$ cat src/rtl/wr_arb_pkg.sv
// Shared definitions for the two-requester write-port arbiter:
// default widths, FSM state encoding and a small grant-vector helper.
package wr_arb_pkg;

    localparam int DEF_SPI_WIDTH = 32;
    localparam int DEF_TAG_WIDTH = 4;
    localparam int DEF_MAX_BURST = 16;

    typedef enum logic [1:0] {
        ST_IDLE    = 2'd0,
        ST_CFG     = 2'd1,
        ST_DATA    = 2'd2,
        ST_RELEASE = 2'd3
    } arb_state_t;

    // Requester index (0/1) to one-hot grant vector.
    function automatic logic [1:0] owner_onehot(input logic owner);
        return owner ? 2'b10 : 2'b01;
    endfunction

endpackage

$ cat src/rtl/wr_arb_req_slot.sv
// One requester's configuration slot: holds the pending flag and the tag
// captured with the accepted config pulse. A pulse arriving while the slot
// is still pending is dropped and reported; a pulse arriving in the same
// cycle as the release clear re-arms the slot with the new tag.
module wr_arb_req_slot
    import wr_arb_pkg::*;
#(
    parameter int TAG_WIDTH = DEF_TAG_WIDTH
) (
    input  logic                 clk,
    input  logic                 rst,
    input  logic                 i_cfg_pulse,
    input  logic [TAG_WIDTH-1:0] i_cfg_tag,
    input  logic                 i_clear,
    output logic                 o_pending,
    output logic [TAG_WIDTH-1:0] o_tag,
    output logic                 o_cfg_ready,
    output logic                 o_drop
);

    logic                 r_pending;
    logic [TAG_WIDTH-1:0] r_tag;
    logic                 w_accept;

    assign w_accept    = i_cfg_pulse && (!r_pending || i_clear);
    assign o_drop      = i_cfg_pulse && r_pending && !i_clear;
    assign o_pending   = r_pending;
    assign o_tag       = r_tag;
    assign o_cfg_ready = !r_pending;

    // Capture tag on an accepted pulse, drop pending when the owner releases.
    always_ff @(posedge clk) begin
        if (rst) begin
            r_pending <= 1'b0;
            r_tag     <= '0;
        end else if (w_accept) begin
            r_pending <= 1'b1;
            r_tag     <= i_cfg_tag;
        end else if (i_clear) begin
            r_pending <= 1'b0;
        end
    end

endmodule

$ cat src/rtl/wr_port_arbiter.sv
// Arbitrates two requesters onto one shared write FIFO. A requester first
// posts a config tag; the arbiter grants it (round-robin on contention),
// forwards the tag as a single config pulse, then passes its data stream
// through combinationally until the last word or MAX_BURST words.
module wr_port_arbiter
    import wr_arb_pkg::*;
#(
    parameter int SPI_WIDTH = DEF_SPI_WIDTH,
    parameter int TAG_WIDTH = DEF_TAG_WIDTH,
    parameter int MAX_BURST = DEF_MAX_BURST
) (
    input  logic                 clk,
    input  logic                 rst,
    input  logic                 cfg_pulse_0,
    input  logic                 cfg_pulse_1,
    input  logic [TAG_WIDTH-1:0] cfg_tag_0,
    input  logic [TAG_WIDTH-1:0] cfg_tag_1,
    output logic                 cfg_ready_0,
    output logic                 cfg_ready_1,
    input  logic                 wr_req_0,
    input  logic                 wr_req_1,
    input  logic [SPI_WIDTH-1:0] wr_data_0,
    input  logic [SPI_WIDTH-1:0] wr_data_1,
    input  logic                 wr_last_0,
    input  logic                 wr_last_1,
    output logic                 wr_ready_0,
    output logic                 wr_ready_1,
    input  logic                 config_ready,
    output logic                 config_paulse,
    output logic [TAG_WIDTH-1:0] config_data,
    input  logic                 wr_ready,
    output logic                 wr_req,
    output logic [SPI_WIDTH-1:0] wr_data,
    output logic [1:0]           grant,
    output logic                 drop_err
);

    localparam int CNT_W = $clog2(MAX_BURST + 1);

    arb_state_t           r_state, w_state_next;
    logic                 r_owner, w_owner_next;
    logic                 r_ptr, w_ptr_next;
    logic [CNT_W-1:0]     r_count, w_count_next;
    logic                 r_drop_err;

    logic                 w_cfg_pulse [2];
    logic [TAG_WIDTH-1:0] w_cfg_tag   [2];
    logic [TAG_WIDTH-1:0] w_tag       [2];
    logic [1:0]           w_pending;
    logic [1:0]           w_cfg_ready;
    logic [1:0]           w_drop;
    logic [1:0]           w_clear;

    logic                 w_in_cfg, w_in_data;
    logic                 w_req_g, w_last_g, w_xfer;
    logic [SPI_WIDTH-1:0] w_data_g;

    assign w_cfg_pulse[0] = cfg_pulse_0;
    assign w_cfg_pulse[1] = cfg_pulse_1;
    assign w_cfg_tag[0]   = cfg_tag_0;
    assign w_cfg_tag[1]   = cfg_tag_1;

    generate
        for (genvar gi = 0; gi < 2; gi++) begin : g_slot
            wr_arb_req_slot #(
                .TAG_WIDTH (TAG_WIDTH)
            ) u_slot (
                .clk         (clk),
                .rst         (rst),
                .i_cfg_pulse (w_cfg_pulse[gi]),
                .i_cfg_tag   (w_cfg_tag[gi]),
                .i_clear     (w_clear[gi]),
                .o_pending   (w_pending[gi]),
                .o_tag       (w_tag[gi]),
                .o_cfg_ready (w_cfg_ready[gi]),
                .o_drop      (w_drop[gi])
            );
        end
    endgenerate

    assign cfg_ready_0 = w_cfg_ready[0];
    assign cfg_ready_1 = w_cfg_ready[1];

    // Granted requester's stream, selected by the registered owner.
    assign w_req_g  = r_owner ? wr_req_1  : wr_req_0;
    assign w_last_g = r_owner ? wr_last_1 : wr_last_0;
    assign w_data_g = r_owner ? wr_data_1 : wr_data_0;

    assign w_in_cfg  = (r_state == ST_CFG);
    assign w_in_data = (r_state == ST_DATA);

    assign grant         = (w_in_cfg || w_in_data) ? owner_onehot(r_owner) : 2'b00;
    assign config_paulse = w_in_cfg && config_ready;
    assign config_data   = config_paulse ? w_tag[r_owner] : '0;
    assign wr_req        = w_in_data && w_req_g;
    assign wr_data       = wr_req ? w_data_g : '0;
    assign wr_ready_0    = w_in_data && !r_owner && wr_ready;
    assign wr_ready_1    = w_in_data &&  r_owner && wr_ready;
    assign w_xfer        = wr_req && wr_ready;
    assign drop_err      = r_drop_err;

    // Next-state logic: grant, forward config, stream, release.
    always_comb begin
        w_state_next = r_state;
        w_owner_next = r_owner;
        w_ptr_next   = r_ptr;
        w_count_next = r_count;
        w_clear      = 2'b00;
        case (r_state)
            ST_IDLE: begin
                if (|w_pending) begin
                    w_owner_next = (&w_pending) ? r_ptr : w_pending[1];
                    w_state_next = ST_CFG;
                end
            end
            ST_CFG: begin
                if (config_ready) begin
                    w_state_next = ST_DATA;
                end
            end
            ST_DATA: begin
                if (w_xfer) begin
                    w_count_next = r_count + CNT_W'(1);
                    if (w_last_g || (r_count == CNT_W'(MAX_BURST - 1))) begin
                        w_state_next = ST_RELEASE;
                    end
                end
            end
            ST_RELEASE: begin
                w_clear[r_owner] = 1'b1;
                w_ptr_next       = ~r_owner;
                w_count_next     = '0;
                w_state_next     = ST_IDLE;
            end
            default: begin
                w_state_next = ST_IDLE;
            end
        endcase
    end

    // Arbiter state registers.
    always_ff @(posedge clk) begin
        if (rst) begin
            r_state <= ST_IDLE;
            r_owner <= 1'b0;
            r_ptr   <= 1'b0;
            r_count <= '0;
        end else begin
            r_state <= w_state_next;
            r_owner <= w_owner_next;
            r_ptr   <= w_ptr_next;
            r_count <= w_count_next;
        end
    end

    // Sticky flag for any config pulse dropped while a slot was busy.
    always_ff @(posedge clk) begin
        if (rst) begin
            r_drop_err <= 1'b0;
        end else if (|w_drop) begin
            r_drop_err <= 1'b1;
        end
    end

endmodule

$ cat config.mk
export PLATFORM = sky130hd
export DESIGN_NAME = wr_port_arbiter
export DESIGN_NICKNAME = d
export VERILOG_FILES = /design/src/rtl/wr_arb_pkg.sv /design/src/rtl/wr_arb_req_slot.sv /design/src/rtl/wr_port_arbiter.sv
export SDC_FILE = /design/constraint.sdc
export NUM_CORES = 1
export LEC_CHECK = 0
export CAP_MARGIN = 25
export CORE_MARGIN = 10
export CORE_UTILIZATION = 30
export CTS_CLUSTER_SIZE = 8
export DETAILED_ROUTE_END_ITERATION = 8
export PLACE_DENSITY_LB_ADDON = 0.05
export RECOVER_POWER = 25
export SLEW_MARGIN = 20
export SYNTH_ARGS = -nofsm -noshare
export SYNTH_HDL_FRONTEND = slang
export SYNTH_SLANG_ARGS = --single-unit
$ cat constraint.sdc
create_clock -name clk -period 1.4 [get_ports clk]
set_input_delay 0.28 -clock clk [delete_from_list [all_inputs] [get_ports clk]]
set_output_delay 0.28 -clock clk [all_outputs]
set_load 0.01 [all_outputs]
# Word-level counts from Yosys, hierarchy flattened

Cells that the tools add are included.
W data, S select, Z words.

Register bits: 20
Latch bits: 0
Bits in writable memories: 0
Memory bits (read-only): 0
Bits of input ports: 82
Output and inout bits: 45
Word-level logic and storage cells: 81
Memories kept: 0

Add/sub/neg operators: 1
$mul: 0
Divide/modulo/power cells: 0
Magnitude comparators: 3
Eq/ne operators: 8
Shift operators: 0
Mux-type cells: 25
Bitwise gates (word level): 2
Reductions and logical operators: 33

Operators with widths:

| operator              | number |
|---|---|
| $mux W32              | 2 |
| $mux W4               | 4 |
| $logic_and A1 B1 Y1   | 14 |
| $mux W2               | 7 |
| $pmux W5 S2           | 1 |
| $mux W1               | 8 |
| $pmux W2 S4           | 1 |
| $reduce_and A2 Y1     | 3 |
| $reduce_bool A2 Y1    | 3 |
| $add A5 B1 Y5 const B | 1 |
| $eq A5 B4 Y1 const B  | 1 |
| $logic_not A1 Y1      | 5 |
| $mux W5               | 1 |
| $eq A2 B2 Y1 const B  | 2 |
| $logic_or A1 B1 Y1    | 4 |
| $ne A2 B1 Y1 const B  | 2 |
| $ne A2 B2 Y1 const B  | 2 |
| $reduce_and A4 Y1     | 1 |
| $reduce_or A2 Y1      | 2 |
| $eq A2 B1 Y1 const B  | 1 |
| $ge A2 B2 Y1 const B  | 1 |
| $logic_not A2 Y1      | 1 |
| $lt A1 B2 Y1 const B  | 1 |
| $not A1 Y2            | 1 |
| other kinds (3)       | 3 |

# Logic depth before layout (Yosys ltp)

Depth in word-level cells: 8
Mapped depth: 7
Gate-level depth less buffers: 6

# Cells and area by module

From an unflattened synthesis, not the netlist that was laid out.

Cell total of the unflattened synthesis: 207
Area total of the unflattened synthesis: 1699.1 um^2

Modules (own cells, without submodules):

| module          | instances | cells each | area each (um^2) | sequential area each (um^2) |
|---|---|---|---|---|
| wr_port_arbiter | 1         | 159        | 1213.7           | 200.2 |
| wr_arb_req_slot | 2         | 24         | 242.7            | 100.1 |

# Worst setup path before layout

No wires, ideal clock.

Kind: reg-to-output
From: register r_state[0]
To: output wr_data[10]
Arrival: 1.275 ns
Required time: 1.120 ns
Slack: -0.155 ns
Stages on the path, launching flop included: 7
Path buffers: 2
Cell sequence: dfxtp_1 -> inv_1 -> ha_1 -> clkbuf_1 -> nand2_1 -> buf_2 -> nor2_1

Word-level cells in the longest chain between the ends: 3

RTL lines:

| item                   | RTL line               | RTL |
|---|---|---|
| start, declared        | wr_port_arbiter.sv:40  | `arb_state_t r_state, w_state_next;` |
| start signal, assigned | wr_port_arbiter.sv:149 | `r_state <= w_state_next;` |
| $eq A2 B2 Y1           | wr_port_arbiter.sv:90  | `assign w_in_data = (r_state == ST_DATA);` |
| $logic_and A1 B1 Y1    | wr_port_arbiter.sv:95  | `assign wr_req = w_in_data && w_req_g;` |
| $mux W32               | wr_port_arbiter.sv:96  | `assign wr_data = wr_req ? w_data_g : '0;` |
| end, declared          | wr_port_arbiter.sv:33  | `output logic [SPI_WIDTH-1:0] wr_data,` |

Every way passes these cells.

# Worst setup path in the final report

From: register r_owner
To: output wr_data[1]

Word-level cells in the longest chain between the ends: 3
Elaborated cells on any way between the ends: 4
Those cells by class: 3 x mux; 1 x reduce/logical

RTL lines:

| item                   | RTL line               | RTL |
|---|---|---|
| start, declared        | wr_port_arbiter.sv:41  | `logic r_owner, w_owner_next;` |
| start signal, assigned | wr_port_arbiter.sv:150 | `r_owner <= w_owner_next;` |
| $mux W1                | wr_port_arbiter.sv:85  | `assign w_req_g = r_owner ? wr_req_1 : wr_req_0;` |
| $logic_and A1 B1 Y1    | wr_port_arbiter.sv:95  |  |
| $mux W32 (*)           | wr_port_arbiter.sv:96  |  |

Mark *: on every way between the ends. The rest lies on a longest branch, timed or not.

==> results.yml <==
floorplan:
  pin_count: 127
  design.core.area_mm2: 0.00514
  initial_utilization: 0.312
  fp.dieW_um: 93.1
  die_height_um: 93.1
  fp-row-count: 26
  die_area_mm2: 0.00867
route:
  wirelength_um: 7720
  drt.antenna.violating_nets: 0
  drc: 0
  route.vias.total: 2023
  wl_met3_um: 732
  highest-signal-layer: "met4"
  routed-wl-met2_um: 3590
  drt-met1-wl_um: 3360
  dr.first_iter.drc_count: 37
  dr.pass1.iters: 4
  routedWlPerCell_um: 17.9
  via_per_inst: 4.68
placed_design:
  portBuffers: 126
  dp_hpwl_um: 6000
  post_dp_cell_area_mm2: 0.00327
  gp_congestion: 0.821
  dpl_worst_slack_ns: -0.772
synthesis:
  synth_ff_type: "dfxtp_1"
  synthSimpleGateAreaFrac: 0.236
  synth-seq-cells: 20
  synth-edff-count: 0
  syn_area_per_cell_um2: 8.06
  syn-instance-count: 199
  synth_most_common_cell: "nor2_1"
  async_flop_share: 0
  synth_compound_area_frac: 0.0858
  yosysWarningCount: 0
  netlist_area_mm2: 0.00160
  syn_nets: 287
  synthTopCellsByArea: "mux2i_1, dfxtp_1, nor2_1"
  muxShareOfSynthArea: 0.314
  yosysTopAreaCellShare: 0.293
  synthAdderAreaFrac: 0.0468
  synthXorXnorAreaFrac: 0.00546
  yosys.area.top_type: "mux2i_1"
  synthTopCellsByCount: "nor2_1, mux2i_1, dfxtp_1"
  synth_top_family_by_area: "multiplexers"
  synth.distinct_cells: 34
  synth.yosys.seq_area_share: 0.250
pwr:
  powerDensity_mw_per_mm2: 1010
  peakVddDrop_v: 0.000863
  power_leakage_nw: 1.54
worst_setup_path:
  slowest_stage: "dfxtp_2"
  path_cells: "mux2_4 -> nand2_8 -> buf_16 -> nor2_1 -> buf_2"
  end_kind: "output port"
  setup.worst_path.class: "reg2out"
  cp.arrival_ns: 1.42
  worstPathRequired_ns: 1.12
  crit_fanout: 11
  slowest_delay_ns: 0.36
  start_kind: "flop"
timing:
  worstMarginPinSlew_ns: 0.222
  final_max_slew_viol_count: 0
  worst_slack_ns: -0.298
  slew_headroom: 0.850
  fin_crit_sh: 1.21
  hold_viol_final: 0
  finClkSkew_ns: 0.00292
  whs_ns: 0.488
  fmax_mhz: 589
  setup_violations: 52
  rsz0062_at_grt: "yes"
  fin_tns_setup_ns: -11.45
  fin_crit_ns: 1.70
final_layout:
  nets: 451
  fill_cells: 444
  num_antenna_cells: 0
  final_area_mm2: 0.00367
  final_core_util: 0.714
  drive_gt1_frac: 0.461
  area_growth_pct: 129
cts:
  holdBufCountCts: 0
  clk_pin_slew_ns: 0.07
  htree_num_levels: 1
  insertion_delay_ns: 0.25
  clk_path_buf_depth: 2
  cts_tree: "built"
  cts_made_buffers: 3
  clock-sinks: 20
  cts-root-buf: "clkbuf_8"
global_route:
  grtUsageTotal: 0.159
  grt_max_degree: 18
  grt-ovfl-total: 0
  grt_pass1_vias: 1940
  grt_pass1_wl_um: 11200
  antenna_found_initial: 0
status:
  violations: "negative setup slack"
  status: "finished, violations left"
run:
  drv_cap: 0
hold_path:
  hold_class: "reg2reg"
-- placed cells by master, fill, tap and decap left out, types with 2 or more instances in the layout --
master	instances
dfxtp_2	4
ha_4	5
clkdlybuf4s50_1	77
or3_1	3
buf_12	5
and3_4	2
nor2_4	9
nor2_2	25
nand3b_1	4
nor2b_1	2
nand2b_1	3
dlygate4sd2_1	5
o21ai_0	2
o31ai_1	2
nand3_1	5
mux2i_1	39
inv_1	5
inv_4	3
buf_2	29
a31oi_1	2
mux2i_4	3
nor2_1	17
dfxtp_1	15
mux2i_2	6
a21oi_1	4
buf_16	2
dlymetal6s2s_1	2
nor3_1	2
buf_4	28
clkbuf_8	4
nand2_4	3
buf_6	21
-- metrics by stage --
step / power, mW / cells
after global placement: 2.63 / 414
after CTS: 3.44 / 428
after global routing: 3.95 / 432
after detailed placement: 2.64 / 414
after floorplan: 1.70 / 199
final: 3.73 / 432
-- final timing paths --
kind | from | endpoint | slack (ns) | cells after the start
min reg2reg | r_count[4] | r_count[4] | 0.49 | 2
max | r_owner | wr_data[1] | -0.30 | 5
min | r_count[4] | r_count[4] | 0.49 | 2
max reg2reg | r_owner | r_count[2] | -0.15 | 5
-- worst max-delay path: cells and delay by family, from the launching register on --
family	cells	cell delay [ns]
buffers and inverters	2	0.29
muxes	1	0.34
DFF	1	0.36
and+or+nand+nor	2	0.17
-- report_power, final --
group	total, mW	leakage, nW	internal, mW	switching, mW
clock network	0.440	0.0288	0.250	0.190
logic	2.58	1.34	1.45	1.12
registers	0.709	0.166	0.645	0.0639
total	3.73	1.54	2.35	1.38
-- what timing repair did --
item	CTS	global route
gates resized for setup	217	47
setup buffers	9	5
setup endpoints to repair	56	57
cloned	2	1
pin swaps	13	18
-- state kept, by name, indices dropped and copies added (netlist names) --
signal	count
drop_err	1
r_count	5
g_slot.u_slot.o_tag	8
r_state	2
g_slot.u_slot.o_pending	2
r_owner	1
r_ptr	1
-- layout make-up --
type | instances | area, um^2 | share of cell area
timing repair buffer | 172 | 1630 | 0.444
clock buffer | 4 | 55.1 | 0.0150
tap | 70 | 87.6 | 0.0239
sequential | 20 | 409 | 0.111
multi-input combinational | 157 | 1450 | 0.394
inverter | 9 | 41.3 | 0.0112
-- cell families (layout without fill, tap and decap cells) --
family	count (synthesis)	count (layout)
buf+inv	22	185
compound gates	19	19
flops	20	20
xor+xnor	1	1
fa+ha+maj	6	6
simple gates	82	82
mux	49	49
-- metal layers --
layer	GRT usage	vias to the layer above
met5	0	-
met4	0.0219	0
met3	0.0552	4
met2	0.262	91
met1	0.200	917
li1	-	1011
Note: power is estimated with default switching activity, not from simulation.
==> edit 1: new RTL, same flow settings <==
Reset style: asynchronous (`rst`), changed in 3 clocked blocks.
--- a/src/rtl/wr_arb_req_slot.sv
+++ b/src/rtl/wr_arb_req_slot.sv
@@ -29,7 +29,7 @@
     assign o_cfg_ready = !r_pending;
 
     // Capture tag on an accepted pulse, drop pending when the owner releases.
-    always_ff @(posedge clk) begin
+    always_ff @(posedge clk or posedge rst) begin
         if (rst) begin
             r_pending <= 1'b0;
             r_tag     <= '0;
--- a/src/rtl/wr_port_arbiter.sv
+++ b/src/rtl/wr_port_arbiter.sv
@@ -139,7 +139,7 @@
     end
 
     // Arbiter state registers.
-    always_ff @(posedge clk) begin
+    always_ff @(posedge clk or posedge rst) begin
         if (rst) begin
             r_state <= ST_IDLE;
             r_owner <= 1'b0;
@@ -154,7 +154,7 @@
     end
 
     // Sticky flag for any config pulse dropped while a slot was busy.
-    always_ff @(posedge clk) begin
+    always_ff @(posedge clk or posedge rst) begin
         if (rst) begin
             r_drop_err <= 1'b0;
         end else if (|w_drop) begin
Behaviour: differs if rst is asserted again (counterexample within 4 cycles, from zero or initial values and one cycle with rst high); with rst held inactive, the same outputs for 10 cycles.
==> edit 1 against the original RTL <==
The run still ends with negative setup slack left. Critical path depth is the same. Power grew 62%. Final area grew 2.2%. Synthesized cell count shrank 15%. Register-to-register slack lost 90 ps. Setup slack lost 190 ps. Sequential power grew 36%. Sequential cell count is the same. Routed wire length shrank 8.0%. Area after synthesis shrank 0.94%. Largest power group unchanged.
==> edit 1: results (changes against the original RTL) <==
* Inst Count DP at 387 (was 414)
* Crit path max-delay family: buffers and inverters (was flip-flops)
* Share of cells above drive strength 1 at 0.514 (was 0.461)
* CP max stage cell: dfrtp_2 (was dfxtp_2)
* Setup crit start: r_owner$_DFFE_PP0P_ (was r_owner$_SDFFE_PP0P_)
* R2R setup slack at -240 ps (was -150 ps)
* RD Place Congestion at 0.791 (was 0.821)
* CP endpoint: wr_data[0] (was wr_data[1])
* DRT iter0 DRCs at 45 (was 37)
* Post-Synth Adder-Cell Area at 0.0472 (was 0.0468)
* Root Buffer: clkbuf_8 (unchanged)
* Final nets at 418 (was 451)
* Synth cell count leaders: 37 x mux2i_1, 37 x nor2_1, 20 x dfrtp_1 (was 50 x nor2_1, 47 x mux2i_1, 20 x dfxtp_1)
* Worst Setup Slack, final at -487 ps (was -298 ps)
* Dominant synthesized flop cell: dfrtp_1 (was dfxtp_1)
* CTS resizes at 230 (was 217)
* Post-synthesis compound-gate area fraction at 0.0748 (was 0.0858)
* Async set-or-reset flop fraction in the synthesized netlist at 1.00 (was 0)
* GRT met2 Usage at 0.285 (was 0.262)
* FILL cells at 373 (was 444)
* Cell count after synthesis at 170 (was 199)
* Outcome: finished, violations left (unchanged)
* Post-synthesis mux area share at 0.320 (was 0.314)
* Register area share after synthesis at 0.315 (was 0.250)
* GR Layer Usage met1 at 0.188 (was 0.200)
* VDD IR max at 0.00137 V (was 0.000863 V)
* Vias in the first global route at 2019 (was 1940)
* Worst min-delay path category: primary input to asynchronous set/reset pin (was flop to flop)
* RR Endpoint: g_slot[0].u_slot.o_tag[2]$_DFFE_PP0P_ (was r_count[2]$_SDFFE_PP0P_)
* Area share of xor/xnor cells in the synthesized design at 0 (was 0.00546)
* Synth Net Count at 258 (was 287)
* CP max FO at 17 (was 11)
* Fin Setup TNS at -18210 ps (was -11450 ps)
* Placed Area at 0.00340 mm² (was 0.00327 mm²)
* HPWL Detailed at 5.61 mm (was 6.00 mm)
* Via density at 4.62 (was 4.68)
* Leak at 1.65 nW (was 1.54 nW)
* Clock skew at 3.51 ps (was 2.92 ps)
* Final cell count without fillers at 399 (was 432)
* R2R depth at 6 (was 5)
* # setup viols final at 57 (was 52)
* Met3 usage at 0.0282 (was 0.0552)
* Worst slew pin tran at 340 ps (was 222 ps)
* Worst hold slack at 389 ps (was 488 ps)
* Worst path max stage delay at 430 ps (was 360 ps)
* First drt pass iteration count at 4 (unchanged)
* Failing checks: negative setup slack (unchanged)
* WL final at 7.10 mm (was 7.72 mm)
* Synth area leaders: dfrtp_1 31%, mux2i_1 23%, nor2_1 8.7%, mux2_2 6.4%, ha_1 4.7% (was mux2i_1 29%, dfxtp_1 25%, nor2_1 12%, ha_1 4.7%, buf_2 2.5%)
* Pre-CTS worst setup slack at -773 ps (was -772 ps)
* First-pass GRT wire length at 11.2 mm (about the same)
* Aggregate global-route resource usage at 0.158 (was 0.159)
* Setup bufs post-CTS at 7 (was 9)
edit 1: cell types whose count changed after synthesis, moves of 2 or more:
| cell | change |
|---|---|
| clkbuf_1 | -4 |
| nand2_1 | +2 |
| dfrtp_1 | +20 |
| mux2_2 | +8 |
| nand3b_1 | -3 |
| buf_2 | -3 |
| dfxtp_1 | -20 |
| nand3_1 | -6 |
| a22o_1 | +2 |
| or3_1 | -3 |
| buf_6 | +2 |
| mux2i_1 | -10 |
| nor2_1 | -13 |
| o31ai_1 | -2 |
edit 1: power breakdown:
part,switching [mW],internal [mW]
Combinational,2.08,2.60
Sequential,0.160,0.806
Clock,0.172,0.202
Total,2.42,3.61
edit 1: layout make-up:
cell class	instances	area, µm²	area share
repair buffers	165	1650	0.440
multi-input cells	129	1420	0.378
flip-flops and latches	20	503	0.134
well taps	70	87.6	0.0233
inverters	11	46.3	0.0123
clock buffers	4	45.0	0.0120
edit 1: metal layers:
metal,vias up,wire [µm]
met5,-,0
met4,0,70
met3,6,407
met2,77,3660
met1,861,2960
li1,899,-
==> edit 2: new RTL, same flow settings <==
Without the edit above. Set the package constant `DEF_SPI_WIDTH` to 28 (it was 32).
--- a/src/rtl/wr_arb_pkg.sv
+++ b/src/rtl/wr_arb_pkg.sv
@@ -2,7 +2,7 @@
 // default widths, FSM state encoding and a small grant-vector helper.
 package wr_arb_pkg;
 
-    localparam int DEF_SPI_WIDTH = 32;
+    localparam int DEF_SPI_WIDTH = 28;
     localparam int DEF_TAG_WIDTH = 4;
     localparam int DEF_MAX_BURST = 16;
 
Interface: changed (resized wr_data, wr_data_0 and wr_data_1); port bits go from 127 to 115. The function was not compared with the original's and may differ.
==> edit 2 against the original RTL <==
The run still ends with negative setup slack left. Power decreased by 2.2%. Routed wire length decreased by 12%. Setup slack got worse by 43 ps. Largest cell class unchanged. Hold slack got worse by 9.4 ps. Highest routed layer unchanged. Sequential share of layout area increased by 0.064 points. Area after synthesis decreased by 3.2%. Register-to-register slack improved by 30 ps. Sequential cell count unchanged. Final area about the same.
==> edit 2: results (changes against the original RTL) <==
* R2R setup slack at -120 ps (was -150 ps)
* Via count at 1936 (was 2023)
* RR Endpoint: r_count[3]$_SDFFE_PP0P_ (was r_count[2]$_SDFFE_PP0P_)
* Crit path max-delay family: buffers and inverters (was flip-flops)
* Reg2reg start: r_state[1]$_SDFFE_PP0P_ (was r_owner$_SDFFE_PP0P_)
* Vias in the first global route at 1957 (was 1940)
* Met3 usage at 0.0318 (was 0.0552)
* Clock skew at 2.54 ps (was 2.92 ps)
* Final nets at 422 (was 451)
* HPWL Detailed at 5.07 mm (was 6.00 mm)
* Outcome: finished, violations left (unchanged)
* Placed Area at 0.00308 mm² (was 0.00327 mm²)
* Max-Slew Margin vs Limit at 0.816 (was 0.850)
* Buffering overhead at 0.440 (was 0.444)
* FILL cells at 401 (was 444)
* Leak at 1.48 nW (was 1.54 nW)
* Failing checks: negative setup slack (unchanged)
* DRT iter0 DRCs at 33 (was 37)
* DR WL met3 at 345 µm (was 732 µm)
* Multi-input logic area at 0.00148 mm² (was 0.00145 mm²)
* RD Place Congestion at 0.750 (was 0.821)
* CTS resizes at 228 (was 217)
* Post-Synth Adder-Cell Area at 0.0483 (was 0.0468)
* Largest net degree at the start of global routing at 26 (was 18)
* Setup bufs post-CTS at 13 (was 9)
* Worst Setup Slack, final at -341 ps (was -298 ps)
* Synth area leaders: mux2i_1 28%, dfxtp_1 26%, nor2_1 11%, ha_1 4.8%, buf_4 2.4% (was mux2i_1 29%, dfxtp_1 25%, nor2_1 12%, ha_1 4.7%, buf_2 2.5%)
* # setup viols final at 46 (was 52)
* Area share of xor/xnor cells in the synthesized design at 0.00564 (was 0.00546)
* Clk tree area frac at 0.0112 (was 0.0150)
* Met2 wire length at 3.46 mm (was 3.59 mm)
* Number of library cell types mapped by synthesis at 35 (was 34)
* CP endpoint: wr_data[16] (was wr_data[1])
* Post-synthesis mux area share at 0.296 (was 0.314)
* Share of cells above drive strength 1 at 0.494 (was 0.461)
* CP max FO at 6 (was 11)
* Synth cell count leaders: 46 x nor2_1, 43 x mux2i_1, 20 x dfxtp_1 (was 50 x nor2_1, 47 x mux2i_1, 20 x dfxtp_1)
* Register area share after synthesis at 0.258 (was 0.250)
* Crit path DAT at 1460 ps (was 1420 ps)
* Int Power at 2.32 mW (was 2.35 mW)
* Post-synthesis compound-gate area fraction at 0.0854 (was 0.0858)
* WL final at 6.79 mm (was 7.72 mm)
## edit 2: cell count changes after synthesis, sizes merged
cell	change
clkbuf	-1
buf	+1
nor2	-4
mux2i	-4
## edit 2: stage by stage
| step | TNS [ps] | utilization | instances |
|---|---|---|---|
| 2_1_floorplan | -88.1 | - | 191 |
| 3_3_place_gp | -26110 | 0.607 | 392 |
| 3_5_place_dp | -26990 | 0.607 | 392 |
| 4_1_cts | -11270 | 0.679 | 411 |
| 5_1_grt | -14340 | 0.724 | 410 |
| 6_report | -10940 | 0.724 | 410 |
## edit 2: power by group through the flow
stage          clock [mW]  combinational (mW)  sequential (mW)
2_1_floorplan           0                1.01            0.692
3_3_place_gp            0                1.81            0.691
3_5_place_dp            0                1.83            0.691
4_1_cts             0.377                2.36            0.713
5_1_grt             0.409                2.76            0.725
6_report            0.368                2.56            0.716
## edit 2: worst register-to-register path, stage by stage, from the launching register on
cell and delay [ps]:
dfxtp_4 370, buf_6 120, ha_2 220, or3_1 370, or3_1 300, nand3_1 80
